--- src/rtl/ibex_pkg.sv ---
// Shared types for the FPGA register-file write buffer.
package ibex_pkg;

  localparam int unsigned RfDataWidth = 32;

  typedef struct packed {
    logic [4:0]             waddr;
    logic [RfDataWidth-1:0] wdata;
  } rf_wr_t;

  typedef enum logic {
    RF_WB_IDLE,
    RF_WB_LOAD_PEND
  } rf_wb_state_e;

endpackage

--- src/rtl/ibex_rf_write_buffer_if.sv ---
// Write-source, register-file and ID-read signals of the write buffer, grouped with modports.
interface ibex_rf_write_buffer_if #(
  parameter int unsigned DataWidth = 32
);

  logic                 ex_we_i;
  logic [4:0]           ex_waddr_i;
  logic [DataWidth-1:0] ex_wdata_i;
  logic                 ex_ready_o;

  logic                 lsu_req_i;
  logic [4:0]           lsu_rd_i;
  logic                 lsu_rvalid_i;
  logic [DataWidth-1:0] lsu_rdata_i;
  logic                 lsu_err_i;

  logic                 rf_we_o;
  logic [4:0]           rf_waddr_o;
  logic [DataWidth-1:0] rf_wdata_o;

  logic [4:0]           raddr_a_i;
  logic [4:0]           raddr_b_i;
  logic                 hazard_a_o;
  logic                 hazard_b_o;
  logic                 fwd_a_valid_o;
  logic                 fwd_b_valid_o;
  logic [DataWidth-1:0] fwd_a_data_o;
  logic [DataWidth-1:0] fwd_b_data_o;

  modport slave (
    input  ex_we_i, ex_waddr_i, ex_wdata_i,
    input  lsu_req_i, lsu_rd_i, lsu_rvalid_i, lsu_rdata_i, lsu_err_i,
    input  raddr_a_i, raddr_b_i,
    output ex_ready_o, rf_we_o, rf_waddr_o, rf_wdata_o,
    output hazard_a_o, hazard_b_o, fwd_a_valid_o, fwd_b_valid_o, fwd_a_data_o, fwd_b_data_o
  );

  modport master (
    output ex_we_i, ex_waddr_i, ex_wdata_i,
    output lsu_req_i, lsu_rd_i, lsu_rvalid_i, lsu_rdata_i, lsu_err_i,
    output raddr_a_i, raddr_b_i,
    input  ex_ready_o, rf_we_o, rf_waddr_o, rf_wdata_o,
    input  hazard_a_o, hazard_b_o, fwd_a_valid_o, fwd_b_valid_o, fwd_a_data_o, fwd_b_data_o
  );

endinterface

--- src/rtl/ibex_rf_wr_fifo.sv ---
// Small EX-write FIFO kept as a shift register: entry 0 is the oldest, so the parent can
// scan entries in age order for hazard and forwarding compares.
module ibex_rf_wr_fifo
  import ibex_pkg::*;
#(
  parameter  int unsigned Depth = 2,
  localparam int unsigned CntW  = $clog2(Depth + 1)
) (
  input  logic            clk_i,
  input  logic            rst_ni,
  input  logic            push,
  input  rf_wr_t          wdata,
  input  logic            pop,
  output logic [CntW-1:0] count,
  output rf_wr_t          entries [Depth],
  output logic [Depth-1:0] valid
);

  rf_wr_t          mem_q [Depth];
  rf_wr_t          mem_d [Depth];
  logic [CntW-1:0] count_q, count_d;
  logic [CntW-1:0] wr_idx;

  always_comb begin
    mem_d   = mem_q;
    wr_idx  = pop ? count_q - CntW'(1) : count_q;
    count_d = count_q + CntW'(push) - CntW'(pop);
    if (pop) begin
      for (int i = 0; i < int'(Depth) - 1; i++) begin
        mem_d[i] = mem_q[i+1];
      end
    end
    // Tail slot is computed after the shift so push and pop may coincide.
    for (int i = 0; i < int'(Depth); i++) begin
      if (push && (CntW'(i) == wr_idx)) begin
        mem_d[i] = wdata;
      end
    end
  end

  always_ff @(posedge clk_i or negedge rst_ni) begin
    if (!rst_ni) begin
      count_q <= '0;
      for (int i = 0; i < int'(Depth); i++) begin
        mem_q[i] <= '0;
      end
    end else begin
      count_q <= count_d;
      mem_q   <= mem_d;
    end
  end

  always_comb begin
    for (int i = 0; i < int'(Depth); i++) begin
      valid[i] = CntW'(i) < count_q;
    end
  end

  assign count   = count_q;
  assign entries = mem_q;

  push_not_full_a: assert property (@(posedge clk_i) disable iff (!rst_ni)
    !(push && !pop && (count_q == CntW'(Depth))));
  pop_not_empty_a: assert property (@(posedge clk_i) disable iff (!rst_ni)
    !(pop && (count_q == '0)));

endmodule

--- src/rtl/ibex_rf_write_buffer.sv ---
// Merges EX results and load returns onto the single register-file write port and reports
// read-after-write hazards. Optional operand bypass: define IBEX_RF_WB_BYPASS_EN.
module ibex_rf_write_buffer
  import ibex_pkg::*;
#(
  parameter int unsigned DataWidth = RfDataWidth,
  parameter bit          RV32E     = 1'b0,
  parameter int unsigned Depth     = 2
) (
  input logic                   clk_i,
  input logic                   rst_ni,
  ibex_rf_write_buffer_if.slave bus
);

  localparam int unsigned CntW = $clog2(Depth + 1);

  rf_wb_state_e         state_q, state_d;
  logic [4:0]           ld_rd_q, ld_rd_d;

  logic                 rf_we_q, rf_we_d;
  logic [4:0]           rf_waddr_q, rf_waddr_d;
  logic [DataWidth-1:0] rf_wdata_q, rf_wdata_d;

  logic [CntW-1:0]      count;
  rf_wr_t               entries [Depth];
  logic [Depth-1:0]     ent_valid;
  logic                 push, pop;
  rf_wr_t               fifo_wdata;

  logic                 fifo_empty, ex_ready, ex_take, ld_resp, ld_wr;

  ibex_rf_wr_fifo #(
    .Depth (Depth)
  ) u_fifo (
    .clk_i   (clk_i),
    .rst_ni  (rst_ni),
    .push    (push),
    .wdata   (fifo_wdata),
    .pop     (pop),
    .count   (count),
    .entries (entries),
    .valid   (ent_valid)
  );

  assign fifo_empty = (count == '0);
  assign ld_resp    = (state_q == RF_WB_LOAD_PEND) && bus.lsu_rvalid_i;
  assign ld_wr      = ld_resp && !bus.lsu_err_i;
  // Blocks WAW against the outstanding load regardless of whether EX is asking this cycle.
  assign ex_ready   = (count < CntW'(Depth)) &&
                      !((state_q == RF_WB_LOAD_PEND) && (bus.ex_waddr_i == ld_rd_q));
  assign ex_take    = bus.ex_we_i && (bus.ex_waddr_i != 5'd0) && ex_ready;

  // Load FSM.
  always_comb begin
    state_d = state_q;
    ld_rd_d = ld_rd_q;
    unique case (state_q)
      RF_WB_IDLE: begin
        if (bus.lsu_req_i && (bus.lsu_rd_i != 5'd0)) begin
          state_d = RF_WB_LOAD_PEND;
          ld_rd_d = bus.lsu_rd_i;
        end
      end
      RF_WB_LOAD_PEND: begin
        if (bus.lsu_rvalid_i) begin
          state_d = RF_WB_IDLE;
        end
      end
      default: state_d = RF_WB_IDLE;
    endcase
  end

  always_ff @(posedge clk_i or negedge rst_ni) begin
    if (!rst_ni) begin
      state_q <= RF_WB_IDLE;
      ld_rd_q <= 5'd0;
    end else begin
      state_q <= state_d;
      ld_rd_q <= ld_rd_d;
    end
  end

  // Write-port arbitration: load response, then buffer head, then direct EX.
  always_comb begin
    rf_we_d    = 1'b0;
    rf_waddr_d = rf_waddr_q;
    rf_wdata_d = rf_wdata_q;
    push       = 1'b0;
    pop        = 1'b0;
    fifo_wdata = '{waddr: bus.ex_waddr_i, wdata: bus.ex_wdata_i};
    if (ld_wr) begin
      rf_we_d    = 1'b1;
      rf_waddr_d = ld_rd_q;
      rf_wdata_d = bus.lsu_rdata_i;
      push       = ex_take;
    end else if (!fifo_empty) begin
      rf_we_d    = 1'b1;
      rf_waddr_d = entries[0].waddr;
      rf_wdata_d = entries[0].wdata;
      pop        = 1'b1;
      push       = ex_take;
    end else if (ex_take) begin
      rf_we_d    = 1'b1;
      rf_waddr_d = bus.ex_waddr_i;
      rf_wdata_d = bus.ex_wdata_i;
    end
  end

  always_ff @(posedge clk_i or negedge rst_ni) begin
    if (!rst_ni) begin
      rf_we_q    <= 1'b0;
      rf_waddr_q <= 5'd0;
      rf_wdata_q <= '0;
    end else begin
      rf_we_q    <= rf_we_d;
      rf_waddr_q <= rf_waddr_d;
      rf_wdata_q <= rf_wdata_d;
    end
  end

  // Hazard lookup, scanned oldest to youngest so the last hit is the youngest write.
  logic [4:0]           raddr     [2];
  logic                 ld_match  [2];
  logic                 hit       [2];
  logic                 hazard    [2];
  logic                 fwd_valid [2];
  logic [DataWidth-1:0] fwd_data  [2];
`ifdef IBEX_RF_WB_BYPASS_EN
  logic [DataWidth-1:0] hit_data  [2];
`endif

  assign raddr[0] = bus.raddr_a_i;
  assign raddr[1] = bus.raddr_b_i;

  always_comb begin
    for (int p = 0; p < 2; p++) begin
      ld_match[p] = 1'b0;
      hit[p]      = 1'b0;
`ifdef IBEX_RF_WB_BYPASS_EN
      hit_data[p] = '0;
`endif
      if (raddr[p] != 5'd0) begin
        ld_match[p] = (state_q == RF_WB_LOAD_PEND) && (ld_rd_q == raddr[p]);
        if (rf_we_q && (rf_waddr_q == raddr[p])) begin
          hit[p] = 1'b1;
`ifdef IBEX_RF_WB_BYPASS_EN
          hit_data[p] = rf_wdata_q;
`endif
        end
        for (int i = 0; i < int'(Depth); i++) begin
          if (ent_valid[i] && (entries[i].waddr == raddr[p])) begin
            hit[p] = 1'b1;
`ifdef IBEX_RF_WB_BYPASS_EN
            hit_data[p] = entries[i].wdata;
`endif
          end
        end
      end
`ifdef IBEX_RF_WB_BYPASS_EN
      // A pending load is younger than anything buffered and its data is not here yet.
      hazard[p]    = ld_match[p];
      fwd_valid[p] = hit[p] && !ld_match[p];
      fwd_data[p]  = fwd_valid[p] ? hit_data[p] : '0;
`else
      hazard[p]    = ld_match[p] || hit[p];
      fwd_valid[p] = 1'b0;
      fwd_data[p]  = '0;
`endif
    end
  end

  assign bus.ex_ready_o    = ex_ready;
  assign bus.rf_we_o       = rf_we_q;
  assign bus.rf_waddr_o    = rf_waddr_q;
  assign bus.rf_wdata_o    = rf_wdata_q;
  assign bus.hazard_a_o    = hazard[0];
  assign bus.hazard_b_o    = hazard[1];
  assign bus.fwd_a_valid_o = fwd_valid[0];
  assign bus.fwd_b_valid_o = fwd_valid[1];
  assign bus.fwd_a_data_o  = fwd_data[0];
  assign bus.fwd_b_data_o  = fwd_data[1];

  // Only one load may be outstanding; a second request is dropped by the FSM.
  load_req_while_pending_a: assert property (@(posedge clk_i) disable iff (!rst_ni)
    !((state_q == RF_WB_LOAD_PEND) && bus.lsu_req_i));

  if (RV32E) begin : gen_rv32e_chk
    rv32e_addr_a: assert property (@(posedge clk_i) disable iff (!rst_ni)
      !(bus.ex_we_i && bus.ex_waddr_i[4]) && !(bus.lsu_req_i && bus.lsu_rd_i[4]) &&
      !bus.raddr_a_i[4] && !bus.raddr_b_i[4]);
  end

endmodule

--- src/flat_wrapper.sv ---
// flat-port wrapper written by rule: the top's interface ports become plain ports
module ibex_rf_write_buffer_flat import ibex_pkg::*;
#(
  parameter int unsigned DataWidth = RfDataWidth,
  parameter bit          RV32E     = 1'b0,
  parameter int unsigned Depth     = 2
)
  (clk_i, rst_ni, bus_ex_we_i, bus_ex_waddr_i, bus_ex_wdata_i, bus_lsu_req_i, bus_lsu_rd_i, bus_lsu_rvalid_i, bus_lsu_rdata_i, bus_lsu_err_i, bus_raddr_a_i, bus_raddr_b_i, bus_ex_ready_o, bus_rf_we_o, bus_rf_waddr_o, bus_rf_wdata_o, bus_hazard_a_o, bus_hazard_b_o, bus_fwd_a_valid_o, bus_fwd_b_valid_o, bus_fwd_a_data_o, bus_fwd_b_data_o);
  ibex_rf_write_buffer_if #(.DataWidth(DataWidth)) bus_i ();
  input logic clk_i;
  input logic rst_ni;
  input wire logic [$bits(bus_i.ex_we_i)-1:0] bus_ex_we_i;
  input wire logic [$bits(bus_i.ex_waddr_i)-1:0] bus_ex_waddr_i;
  input wire logic [$bits(bus_i.ex_wdata_i)-1:0] bus_ex_wdata_i;
  input wire logic [$bits(bus_i.lsu_req_i)-1:0] bus_lsu_req_i;
  input wire logic [$bits(bus_i.lsu_rd_i)-1:0] bus_lsu_rd_i;
  input wire logic [$bits(bus_i.lsu_rvalid_i)-1:0] bus_lsu_rvalid_i;
  input wire logic [$bits(bus_i.lsu_rdata_i)-1:0] bus_lsu_rdata_i;
  input wire logic [$bits(bus_i.lsu_err_i)-1:0] bus_lsu_err_i;
  input wire logic [$bits(bus_i.raddr_a_i)-1:0] bus_raddr_a_i;
  input wire logic [$bits(bus_i.raddr_b_i)-1:0] bus_raddr_b_i;
  output wire logic [$bits(bus_i.ex_ready_o)-1:0] bus_ex_ready_o;
  output wire logic [$bits(bus_i.rf_we_o)-1:0] bus_rf_we_o;
  output wire logic [$bits(bus_i.rf_waddr_o)-1:0] bus_rf_waddr_o;
  output wire logic [$bits(bus_i.rf_wdata_o)-1:0] bus_rf_wdata_o;
  output wire logic [$bits(bus_i.hazard_a_o)-1:0] bus_hazard_a_o;
  output wire logic [$bits(bus_i.hazard_b_o)-1:0] bus_hazard_b_o;
  output wire logic [$bits(bus_i.fwd_a_valid_o)-1:0] bus_fwd_a_valid_o;
  output wire logic [$bits(bus_i.fwd_b_valid_o)-1:0] bus_fwd_b_valid_o;
  output wire logic [$bits(bus_i.fwd_a_data_o)-1:0] bus_fwd_a_data_o;
  output wire logic [$bits(bus_i.fwd_b_data_o)-1:0] bus_fwd_b_data_o;
  assign bus_i.ex_we_i = bus_ex_we_i;
  assign bus_i.ex_waddr_i = bus_ex_waddr_i;
  assign bus_i.ex_wdata_i = bus_ex_wdata_i;
  assign bus_i.lsu_req_i = bus_lsu_req_i;
  assign bus_i.lsu_rd_i = bus_lsu_rd_i;
  assign bus_i.lsu_rvalid_i = bus_lsu_rvalid_i;
  assign bus_i.lsu_rdata_i = bus_lsu_rdata_i;
  assign bus_i.lsu_err_i = bus_lsu_err_i;
  assign bus_i.raddr_a_i = bus_raddr_a_i;
  assign bus_i.raddr_b_i = bus_raddr_b_i;
  assign bus_ex_ready_o = bus_i.ex_ready_o;
  assign bus_rf_we_o = bus_i.rf_we_o;
  assign bus_rf_waddr_o = bus_i.rf_waddr_o;
  assign bus_rf_wdata_o = bus_i.rf_wdata_o;
  assign bus_hazard_a_o = bus_i.hazard_a_o;
  assign bus_hazard_b_o = bus_i.hazard_b_o;
  assign bus_fwd_a_valid_o = bus_i.fwd_a_valid_o;
  assign bus_fwd_b_valid_o = bus_i.fwd_b_valid_o;
  assign bus_fwd_a_data_o = bus_i.fwd_a_data_o;
  assign bus_fwd_b_data_o = bus_i.fwd_b_data_o;
  ibex_rf_write_buffer #(.DataWidth(DataWidth), .RV32E(RV32E), .Depth(Depth)) u_core (.clk_i(clk_i), .rst_ni(rst_ni), .bus(bus_i));
endmodule
--- config.mk ---
export PLATFORM = sky130hd
export DESIGN_NAME = ibex_rf_write_buffer_flat
export DESIGN_NICKNAME = d
export VERILOG_FILES = /design/src/rtl/ibex_pkg.sv /design/src/rtl/ibex_rf_write_buffer_if.sv /design/src/rtl/ibex_rf_wr_fifo.sv /design/src/rtl/ibex_rf_write_buffer.sv /design/src/flat_wrapper.sv
export SDC_FILE = /design/constraint.sdc
export NUM_CORES = 1
export LEC_CHECK = 0
export CORE_ASPECT_RATIO = 1.1
export CORE_MARGIN = 2
export CORE_UTILIZATION = 45
export DETAILED_ROUTE_END_ITERATION = 10
export PLACE_DENSITY_LB_ADDON = 0.3
export SYNTH_ARGS = -nofsm -noshare
export SYNTH_HDL_FRONTEND = slang
export SYNTH_SLANG_ARGS = --single-unit
--- constraint.sdc ---
create_clock -name clk_i -period 2.8 [get_ports clk_i]
set_input_delay 0.56 -clock clk_i [delete_from_list [all_inputs] [get_ports clk_i]]
set_output_delay 0.56 -clock clk_i [all_outputs]
set_load 0.05 [all_outputs]
== Word level (Yosys, flattened, before mapping) ==
Cells that the tools add are included.

* Add/sub/neg operators: 3
* Order comparisons: 3
* Equality and inequality tests: 11
* Mux-type cells: 29
* Bitwise logic cells: 1
* Reduce and logical (&&, ||, !) cells: 29

{| class="wikitable"
|+ Operator list
! kind !! count
|-
| $mux W32 || 3
|-
| $mux W37 || 2
|-
| $eq A5 B5 Y1 || 9
|-
| $reduce_bool A5 Y1 || 4
|-
| $mux W1 || 19
|-
| $logic_and A1 B1 Y1 || 17
|-
| $mux W5 || 3
|-
| $logic_not A2 Y1 || 2
|-
| $lt A1 B2 Y1 const A || 2
|-
| $ne A3 B3 Y1 const B || 1
|-
| $add A2 B1 Y2 || 1
|-
| $eq A1 B2 Y1 const A || 1
|-
| $logic_not A1 Y1 || 2
|-
| $logic_or A1 B1 Y1 || 2
|-
| $lt A2 B2 Y1 const B || 1
|-
| $mux W2 || 1
|-
| $pmux W1 S2 || 1
|-
| $reduce_and A2 Y1 || 1
|-
| $reduce_bool A2 Y1 || 1
|-
| $sub A2 B1 Y2 || 1
|-
| $sub A2 B1 Y2 const B || 1
|-
| $not A1 Y1 || 1
|}

* Register bits after elaboration: 120
* Output and inout port bits: 107
* Logic and storage cells: 86

== Depth between registers and ports, before layout ==
* Depth after elaboration: 9
* Depth in mapped cells: 11

== Hierarchy ==
A second synthesis with hierarchy kept.

* Cell total of the unflattened synthesis: 657
* Area, all modules: 7065.5 µm²

{| class="wikitable"
|+ By module, submodules not included
! module !! instances !! cells an instance !! area an instance (µm²)
|-
| ibex_rf_wr_fifo || 1 || 215 || 3540.9
|-
| ibex_rf_write_buffer || 1 || 442 || 3524.6
|}

== Worst setup path before layout ==
No wires, ideal clock.

* Path kind: reg-to-output
* From: reg u_core.u_fifo.count_q[1] (netlist: u_core.u_fifo.count[1])
* To: out bus_hazard_b_o
* Arrival time: 2298 ps
* Slack: -58 ps
* Stages on the path, launching flop included: 9
* Path buffers: 3
* Path through: dfrtp_1 inv_1 ha_1 clkbuf_1 buf_2 buf_2 nor3_1 a31oi_1 a21oi_1

* Word-level cells in the longest chain between the ends: 6
* Elaborated cells on any way between the ends: 8

{| class="wikitable"
|+ RTL lines
! what !! RTL line !! RTL
|-
| start, declared || ibex_rf_wr_fifo.sv:21 || <nowiki>logic [CntW-1:0] count_q, count_d;</nowiki>
|-
| start signal, assigned || ibex_rf_wr_fifo.sv:48 || <nowiki>count_q <= count_d;</nowiki>
|-
| $lt A1 B2 Y1 || ibex_rf_wr_fifo.sv:55 || <nowiki>valid[i] = CntW'(i) < count_q;</nowiki>
|-
| $logic_and A1 B1 Y1 || ibex_rf_write_buffer.sv:151 || <nowiki>if (ent_valid[i] && (entries[i].waddr == raddr[p])) begin</nowiki>
|-
| $mux W1 || ibex_rf_write_buffer.sv:151 ||
|-
| $mux W1 * || ibex_rf_write_buffer.sv:151 ||
|-
| $mux W1 * || ibex_rf_write_buffer.sv:142 || <nowiki>if (raddr[p] != 5'd0) begin</nowiki>
|-
| $logic_or A1 B1 Y1 * || ibex_rf_write_buffer.sv:165 || <nowiki>hazard[p] = ld_match[p] || hit[p];</nowiki>
|-
| end, declared || flat_wrapper.sv:27 || <nowiki>output wire logic [$bits(bus_i.hazard_b_o)-1:0] bus_hazard_b_o;</nowiki>
|}

Every way passes the cells marked *; elsewhere a longest branch is shown, timed or not.

== Worst setup path in the final report ==
* From: in bus_raddr_a_i[3]
* To: out bus_hazard_a_o

* Word-level cells in the longest chain between the ends: 7
* Elaborated cells on any way between the ends: 15

{| class="wikitable"
|+ RTL lines
! what !! RTL line !! RTL
|-
| start, declared || flat_wrapper.sv:20 || <nowiki>input wire logic [$bits(bus_i.raddr_a_i)-1:0] bus_raddr_a_i;</nowiki>
|-
| $eq A5 B5 Y1 || ibex_rf_write_buffer.sv:144 || <nowiki>if (rf_we_q && (rf_waddr_q == raddr[p])) begin</nowiki>
|-
| $logic_and A1 B1 Y1 || ibex_rf_write_buffer.sv:144 ||
|-
| $mux W1 || ibex_rf_write_buffer.sv:144 ||
|-
| $mux W1 (2 in series) || ibex_rf_write_buffer.sv:151 ||
|-
| $mux W1 || ibex_rf_write_buffer.sv:142 ||
|-
| $logic_or A1 B1 Y1 * || ibex_rf_write_buffer.sv:165 ||
|-
| end, declared || flat_wrapper.sv:26 || <nowiki>output wire logic [$bits(bus_i.hazard_a_o)-1:0] bus_hazard_a_o;</nowiki>
|}

Marks and branches as above.

==> summary.md <==
| Metric | Value |
|---|---|
| Status | complete, no violations |
| P&R area growth vs syn | 27.0% |
| Slew Limit Fails | 0 |
| Data required, critical path | 2.24 ns |
| CP max FO | 5 |
| Gr usage total | 19.7% |
| CTS max path bufs | 2 |
| Io pins | 197 |
| RSZ-0062 raised after global routing | false |
| Gr ovfl total | 0 |
| F_max | 0.366 GHz |
| Clk sinks | 120 |
| Final setup violating endpoints | 0 |
| Resize count post-CTS | 0 |
| Worst EP arrival | 2.17 ns |
| Fin crit period | 2.73 ns |
| Core area | 15100 µm² |
| Clock transition at path regs | 0.05 ns |
| Proportion of netlist area held by the largest area contributor | 43.0% |
| Commonest non-fill, non-tap cell in the layout | clkdlybuf4s50_1 |
| Met2 usage in global routing | 31.9% |
| Diode count | 0 |
| Slew HR | 58.2% |
| DRT iter0 DRCs | 186 |
| Port Buffers | 130 |
| DPL Wire Length | 11000 µm |
| Tcrit/Tclk final | 97.6% |
| Share of cells above drive strength 1 | 19.5% |
| # hold bufs at CTS | 0 |
| Met1 Resource Use GR | 23.9% |
| Root Buffer | clkbuf_16 |
| Met3 usage | 5.62% |
| Number of remaining DRC errors | 0 |
| Clk_skew | 0.00685 ns |
| Insertion delay to the later sink of the worst-skew pair | 0.42 ns |
| Total routed wirelength | 15600 µm |
| Share of the yosys chip area belonging to registers | 43.0% |
| Synth Instances | 602 |
| DR pass1 iterations | 4 |
| Initial antenna violation count | 0 |
| DR WL/cell | 16.7 µm |
| Cell Rows | 47 |
| Initial Utilization | 46.2% |
| Worst setup EP type | primary output |
| Global-route wire length before repair | 25200 µm |
| Post-route setup TNS | 0 ns |
| Routability Congestion | 0.953 |
| GR peak layer | met2 |
| Final net count | 822 |
| YS warnings | 0 |
| Total number of vias | 4693 |
| WS Path Type | input port to primary output |
| Die area | 16500 µm² |
| Worst slew pin tran | 0.627 ns |
| Synthesis-stage register bit count | 120 |
| Vias per cell | 5.02 |
| Max-Cap Viols | 0 |
| Hold Slack | 0.162 ns |
| Die X | 123 µm |
| Synth cell types | 35 |
| Final hold violation count | 0 |
| Post-CTS setup buffer count | 0 |
| Largest net degree at the start of global routing | 48 |
| Max VDD drop | 0.601 mV |
| Hold crit path type | input port to asynchronous set/reset pin |
| CTS tree | built |
| PwrDens | 1200 nW/µm² |
| CTS buffer count | 17 |
| Most frequent cells in the layout | clkdlybuf4s50_1, dfrtp_1, mux2_2, conb_1, mux2_1 |
| H-Tree Level Count | 4 |
| Number of global-route vias before repair | 4980 |
| Area contributors post-synth | dfrtp_1, mux2_2, mux2_1 |
| Vert. Die Dim | 135 µm |
| Post-Syn Area | 6990 µm² |
| Post-route ant nets | 0 |
| P_leak | 3.91 nW |
| Startpoint Class | input port |
| Post-Syn Area per Cell | 11.6 µm² |
| Largest area contributor in the netlist | dfrtp_1 |
[where the power goes]
| part | internal (W) | switching (W) | total, W | leakage, nW |
|---|---|---|---|---|
| Clock | 0.00130 | 0.000711 | 0.00201 | 0.267 |
| Sequential | 0.00261 | 0.000611 | 0.00322 | 1.46 |
| Combinational | 0.00262 | 0.00280 | 0.00541 | 2.19 |
[per-stage QoR]
step | cell area [µm²] | utilization (%) | setup slack (ns) | std cells | power (W)
5_1_grt | 8870 | 58.7 | 0.0138 | 935 | 0.0113
3_3_place_gp | 8320 | 55.1 | 0.0765 | 905 | 0.00847
4_1_cts | 8870 | 58.7 | 0.0893 | 935 | 0.0108
3_5_place_dp | 8320 | 55.1 | 0.0300 | 905 | 0.00868
6_report | 8870 | 58.7 | 0.0682 | 935 | 0.0106
2_1_floorplan | 7240 | - | 0.230 | 667 | 0.00720
[final cells by class]
type | count | area, µm²
clock buffer | 27 | 503
inverter | 5 | 18.8
clock inverter | 3 | 40.0
tap | 196 | 245
timing repair buffer | 150 | 1550
multi-input combinational | 434 | 3510
sequential | 120 | 3000
fill | 1246 | 6240
[path summary, 6_finish.rpt]
path / from / endpoint / slack, ns / depth (start not counted)
min reg2reg: u_core.u_fifo.entries[26] / u_core.u_fifo.entries[26] / 0.48 / 1
max reg2reg: u_core.u_fifo.count[1] / u_core.u_fifo.entries[39] / 0.51 / 7
min in group clk_i: u_core.u_fifo.entries[26] / u_core.u_fifo.entries[26] / 0.48 / 1
min: rst_ni / u_core.bus.rf_wdata_o[11] / 0.16 / 1
max: bus_raddr_a_i[3] / bus_hazard_a_o / 0.07 / 6
max in group asynchronous: rst_ni / u_core.u_fifo.entries[25] / 1.94 / 2
[sequential cells by signal, indices dropped and copies added (netlist names)]
signal                 cells
u_core.u_fifo.count        2
u_core.u_fifo.entries     74
u_core.bus.rf_wdata_o     32
u_core.state_q             1
u_core.ld_rd_q             5
u_core.bus.rf_waddr_o      5
u_core.bus.rf_we_o         1
[cells by family after synthesis]
family | after synthesis | synth area share [%]
multiplexers | 185 | 30.1
flip-flops | 120 | 43.0
buffers and inverters | 113 | 10.6
AND/OR/NAND/NOR | 81 | 5.34
AO/OA/AOI/OAI | 51 | 4.28
XOR/XNOR | 47 | 5.89
adder cells (fa/ha/maj) | 4 | 0.716
other | 1 | 0.0537
[critical path, cell delays in order]
cell	delay [ns]
clkdlybuf4s50_1	0.54
xor2_1	0.20
nor4_1	0.36
a31oi_1	0.16
a21oi_2	0.20
buf_12	0.15
[layer usage]
layer	vias up	part of all wire (%)	routed length, µm
li1	2188	-	-
met5	-	0	0
met4	0	3.1	483
met3	35	7.4	1150
met1	2294	41	6430
met2	176	48	7550
[cells in the mapped netlist (all sizes together)]
master	n
a21oi	41
a22o	1
a31oi	4
buf	82
clkbuf	26
conb	1
dfrtp	120
ha	4
inv	5
mux2	146
mux2i	39
nand2	14
nand2b	1
nand3	3
nand3b	1
nand4	5
nor2	41
nor2b	2
nor3	4
nor4	4
o211ai	1
o21ai	3
o311a	1
or3	3
or4	3
xnor2	27
xor2	20
No activity file was read; power rests on OpenSTA's default activity.
